[config.mk]
export PLATFORM = sky130hd
export DESIGN_NAME = pmem_arbiter
export DESIGN_NICKNAME = d
export VERILOG_FILES = /design/src/rtl/pmem_arb_pkg.sv /design/src/rtl/pmem_arbiter_rr_picker.sv /design/src/rtl/pmem_arbiter.sv
export SDC_FILE = /design/constraint.sdc
export NUM_CORES = 1
export LEC_CHECK = 0
export ABC_AREA = 1
export BUFFER_PORTS_ARGS = -buffer_cell sky130_fd_sc_hd__buf_2
export CELL_PAD_IN_SITES_DETAIL_PLACEMENT = 2
export CELL_PAD_IN_SITES_GLOBAL_PLACEMENT = 2
export CORE_AREA = 2 2 526 528
export DETAILED_ROUTE_END_ITERATION = 8
export DIE_AREA = 0 0 528 530
export PLACE_DENSITY_LB_ADDON = 0.2
export SKIP_LAST_GASP = 1
export SYNTH_ARGS = -nofsm -noshare
export SYNTH_HDL_FRONTEND = slang
export SYNTH_HIERARCHICAL = 1
export SYNTH_SLANG_ARGS = --single-unit
[constraint.sdc]
create_clock -name clk -period 1.28 [get_ports clk]
set_input_delay 0.128 -clock clk [delete_from_list [all_inputs] [get_ports clk]]
set_output_delay 0.128 -clock clk [all_outputs]
set_load 0.03 [all_outputs]
[src/rtl/pmem_arb_pkg.sv]
// pmem_arb_pkg: shared types and sizing helpers for the pmem arbiter.
package pmem_arb_pkg;

    typedef enum logic [1:0] {IDLE, BUSY, RECOVER} arb_state_e;

    localparam int PERF_CNT_WIDTH = 32;

    function automatic int port_idx_w(input int n);
        return (n > 1) ? $clog2(n) : 1;
    endfunction

endpackage

[src/rtl/pmem_arbiter_rr_picker.sv]
// rr_picker: combinational round-robin pick of the first pending port after last_grant.
module rr_picker
    import pmem_arb_pkg::*;
#(
    parameter int NUM_PORTS = 2
) (
    input  logic [NUM_PORTS-1:0]             pending,
    input  logic [port_idx_w(NUM_PORTS)-1:0] last_grant,
    output logic                             valid,
    output logic [port_idx_w(NUM_PORTS)-1:0] grant
);

    localparam int IW = port_idx_w(NUM_PORTS);

    logic [IW-1:0] idx;

    // Walk from the farthest offset down so the nearest pending port wins.
    always_comb begin
        valid = |pending;
        grant = '0;
        idx = '0;
        for (int i = NUM_PORTS; i >= 1; i--) begin
            idx = IW'((int'(last_grant) + i) % NUM_PORTS);
            if (pending[idx]) grant = idx;
        end
    end

endmodule

[src/rtl/pmem_arbiter.sv]
// pmem_arbiter: round-robin N-port arbiter onto one latched physical-memory line interface.
// Define PMEM_ARB_PERF_EN to add saturating grant and busy-cycle counters.
module pmem_arbiter
    import pmem_arb_pkg::*;
#(
    parameter int NUM_PORTS  = 2,
    parameter int ADDR_WIDTH = 16,
    parameter int LINE_WIDTH = 256
) (
    input  logic                                  clk,
    input  logic                                  rst_n,
    input  logic [NUM_PORTS-1:0]                  req_read,
    input  logic [NUM_PORTS-1:0]                  req_write,
    input  logic [NUM_PORTS-1:0][ADDR_WIDTH-1:0]  req_address,
    input  logic [NUM_PORTS-1:0][LINE_WIDTH-1:0]  req_wdata,
    output logic [NUM_PORTS-1:0]                  req_resp,
    output logic [LINE_WIDTH-1:0]                 req_rdata,
    output logic                                  pmem_read,
    output logic                                  pmem_write,
    output logic [ADDR_WIDTH-1:0]                 pmem_address,
    output logic [LINE_WIDTH-1:0]                 pmem_wdata,
    input  logic                                  pmem_resp,
    input  logic [LINE_WIDTH-1:0]                 pmem_rdata
`ifdef PMEM_ARB_PERF_EN
    ,
    input  logic                                       perf_clear,
    output logic [NUM_PORTS-1:0][PERF_CNT_WIDTH-1:0]   perf_grants,
    output logic [PERF_CNT_WIDTH-1:0]                  perf_busy_cycles
`endif
);

    localparam int IW = port_idx_w(NUM_PORTS);

    arb_state_e    state, state_next;
    logic [IW-1:0] last_grant, pick;
    logic          pick_valid, op_read, take;

    rr_picker #(.NUM_PORTS(NUM_PORTS)) u_picker (
        .pending    (req_read | req_write),
        .last_grant (last_grant),
        .valid      (pick_valid),
        .grant      (pick)
    );

    assign take      = (state == IDLE) && pick_valid;
    assign req_rdata = pmem_rdata;

    always_comb begin
        state_next = (state == IDLE) ? (pick_valid ? BUSY : IDLE) :
                     (state == BUSY) ? (pmem_resp ? RECOVER : BUSY) : IDLE;
        pmem_read  = (state == BUSY) && op_read;
        pmem_write = (state == BUSY) && !op_read;
        req_resp   = ((state == BUSY) && pmem_resp) ? NUM_PORTS'(1) << last_grant : '0;
    end

    // last_grant doubles as the in-flight grant index while BUSY.
    always_ff @(posedge clk or negedge rst_n) begin
        if (!rst_n) begin
            state        <= IDLE;
            last_grant   <= IW'(NUM_PORTS - 1);
            op_read      <= 1'b0;
            pmem_address <= '0;
            pmem_wdata   <= '0;
        end else begin
            state <= state_next;
            if (take) begin
                last_grant   <= pick;
                op_read      <= req_read[pick];
                pmem_address <= req_address[pick];
                pmem_wdata   <= req_wdata[pick];
            end
        end
    end

`ifdef PMEM_ARB_PERF_EN
    always_ff @(posedge clk or negedge rst_n) begin
        if (!rst_n) begin
            perf_grants      <= '0;
            perf_busy_cycles <= '0;
        end else if (perf_clear) begin
            perf_grants      <= '0;
            perf_busy_cycles <= '0;
        end else begin
            if (take && (perf_grants[pick] != '1)) perf_grants[pick] <= perf_grants[pick] + 1'b1;
            if ((state == BUSY) && (perf_busy_cycles != '1)) perf_busy_cycles <= perf_busy_cycles + 1'b1;
        end
    end
`endif

endmodule

==> qor.txt <==
Global route overflow: 0
Failing checks: setup timing
Final instance area: 33000 um^2
CTS root buffer: clkbuf_16
Post-Syn Area per Cell: 6.91 um^2
Power Density: 2190 nW/um^2
Hold Crit Class: in -> reg
Placed Area: 23600 um^2
Total power: 72.1 mW
GP Congestion: 0.723
Initial drt markers: 448
Initial Util: 5.82%
Highest clock rate: 530 MHz
R2R setup slack: -0.61 ns
Setup crit end kind: register
Peak supply drop: 0.000873 V
Commonest cells post-synth: nand2_1, buf_4, dfrtp_1
Post-synthesis sequential area ratio: 43.2%
Warnings, synthesis: 6
CTS tree: done
Share of layout cells above drive strength 1: 35.6%
Site Rows: 193
Max-cap check violation count: 0
Final Skew: 0.0194 ns
Total track usage: 10.2%
LEAKAGE: 16.7 nW
Fin cells: 7264
Pre-CTS WS: -0.791 ns
Minimum clock period: 1.89 ns
First-pass GRT wire length: 195000 um
Drt pass-1 iters: 5
Synth unique cells: 19
Via density: 2.72
Number of synthesized flops with an enable pin: 0
Die Area: 280000 um^2
CTS Buffer Depth: 3
DR WL/cell: 20.4 um
Final nets: 4404
Post-DP HPWL: 116000 um
Ys flop type: dfrtp_1
Final Hold Viols: 0
Share of the synthesized area in the top cell type: 43.0%
Final clock period utilization by the worst path: 147%
Mapped cell area: 16000 um^2
Cells after synthesis: 2314
Leading area contributor after synthesis: dfrtp_1
Fraction of registers with async set/reset: 100%
Unrepaired setup endpoints after global routing: true
Fin. max-slew vios: 0
Post-DRT Antenna Nets: 0
IO Port Bufs: 826
Largest net degree at the start of global routing: 40
Startpoint types: register
CTS buffer count: 45
H-tree depth: 2
# setup viols final: 572
Top Ports: 1339
Critical path class: reg -> reg
Initial antenna violation count: 91
WP data arrival: 2.41 ns
Die Y: 530 um
#FFs+latches synth: 276
Number of global-route vias before repair: 22200
Outcome: finished with violations
Via count: 19800
Clock Sinks: 276
Post-route DRC: 0
Clock Latency Late Sink: 0.65 ns
Worst slew pin tran: 0.345 ns
Placed Cells: 6527
Worst Setup Slack, final: -0.606 ns
Largest cells by area after synthesis: dfrtp_1, nand2_1, buf_4
Area growth syn-to-layout: 106%
Max transition margin: 77.0%
Core area: 275000 um^2
Worst-path clk slew: 0.06 ns
CP Max Fanout: 12
Critical path required time: 1.81 ns
Syn_nets: 3121
Width of the chip: 528 um
Most frequent cell after synthesis: nand2_1
Post-Route WL: 148000 um
Setup tns final: -146.59 ns
==> through the flow <==
step	util [%]	hold WS, ns
after floorplan	-	-0.168
after global placement	8.59	0.0956
after detailed placement	8.59	0.0954
after CTS	11.8	0.000534
after global routing	12.0	0.0438
final	12.0	0.0579
==> timing repair <==
item	4_1_cts	5_1_grt
endpoints found under the hold margin	551	0
gates cloned	23	7
pin swaps	35	24
setup endpoints to repair	551	646
resized for setup	184	89
setup buffers	45	12
hold buffers	545	0
==> path summary, 6_finish.rpt <==
kind                            cells after the start       startpoint         endpoint
worst min register to register                      2  pmem_wdata[174]  pmem_wdata[174]
worst max register to register                     10       last_grant  pmem_wdata[143]
worst max-delay path                               10       last_grant  pmem_wdata[143]
worst min-delay path                                6    req_wdata[66]   pmem_wdata[66]
min in group asynchronous                           4            rst_n   pmem_wdata[63]
max in group asynchronous                           5            rst_n   pmem_wdata[42]
==> critical path, stage by stage, from the launching register on <==
cell and delay, ns:
dfstp_2 0.56, buf_12 0.11, a21oi_4 0.06, buf_12 0.15, buf_4 0.15, buf_16 0.15, buf_4 0.21, nand2_1 0.13
nand2_1 0.08, nand2_1 0.06, nand2_1 0.05
==> final cells by class <==
cell class	instances	area [um^2]
Timing Repair Buffer	1612	13000
Tap cell	3607	4510
Inverter	6	38.8
Multi-Input combinational cell	1655	6830
Clock buffer	71	1360
Sequential cell	276	6910
Fill cell	32600	242000
Timing Repair inverter	1	20.0
Clock inverter	11	215
Antenna cell	25	62.6
==> power by group <==
part,internal (mW),switching (mW),total (mW)
sequential,13.0,2.64,15.6
clock,8.44,5.46,13.9
combinational,15.0,27.5,42.6
total,36.4,35.6,72.1
==> cells by family (layout without fill, tap and decap cells) <==
family	count (synthesis)	count (layout)	synth area share [%]
buf+inv	383	1701	17.8
compound gates	2	2	0.0625
simple gates	1653	1653	39.0
flops	276	276	43.2
other cells	0	25	0
==> layer usage <==
| layer | up-vias | GRT usage [%] | share of wire (%) |
|---|---|---|---|
| li1 | 9268 | - | - |
| met1 | 9239 | 12.0 | 42 |
| met2 | 859 | 17.3 | 47 |
| met3 | 341 | 2.98 | 7.0 |
| met4 | 52 | 3.89 | 4.2 |
| met5 | - | 0 | 0.24 |
==> layout by cell type, fill, tap and decap left out, types with 2 or more instances in the layout <==
cell and instances:
diode_2 25, buf_6 20, nand2_4 30, dlygate4sd3_1 545, bufbuf_16 7, buf_16 23, clkbuf_8 9, nor2_1 2
buf_4 121, clkbuf_16 54, nand2_2 114, inv_16 2, inv_1 3, dfrtp_1 275, clkbuf_1 15, nand2_8 2
buf_8 12, buf_2 821, bufinv_16 6, buf_12 56, or2_2 2, inv_2 2, nand2_1 1496, clkinv_2 2
==> flip-flops by register name, summed over array words and instances (netlist names) <==
name and flops:
pmem_wdata 256, pmem_address 16, state 2, last_grant 1
op_read 1
Power figures use the tool's default switching activity.
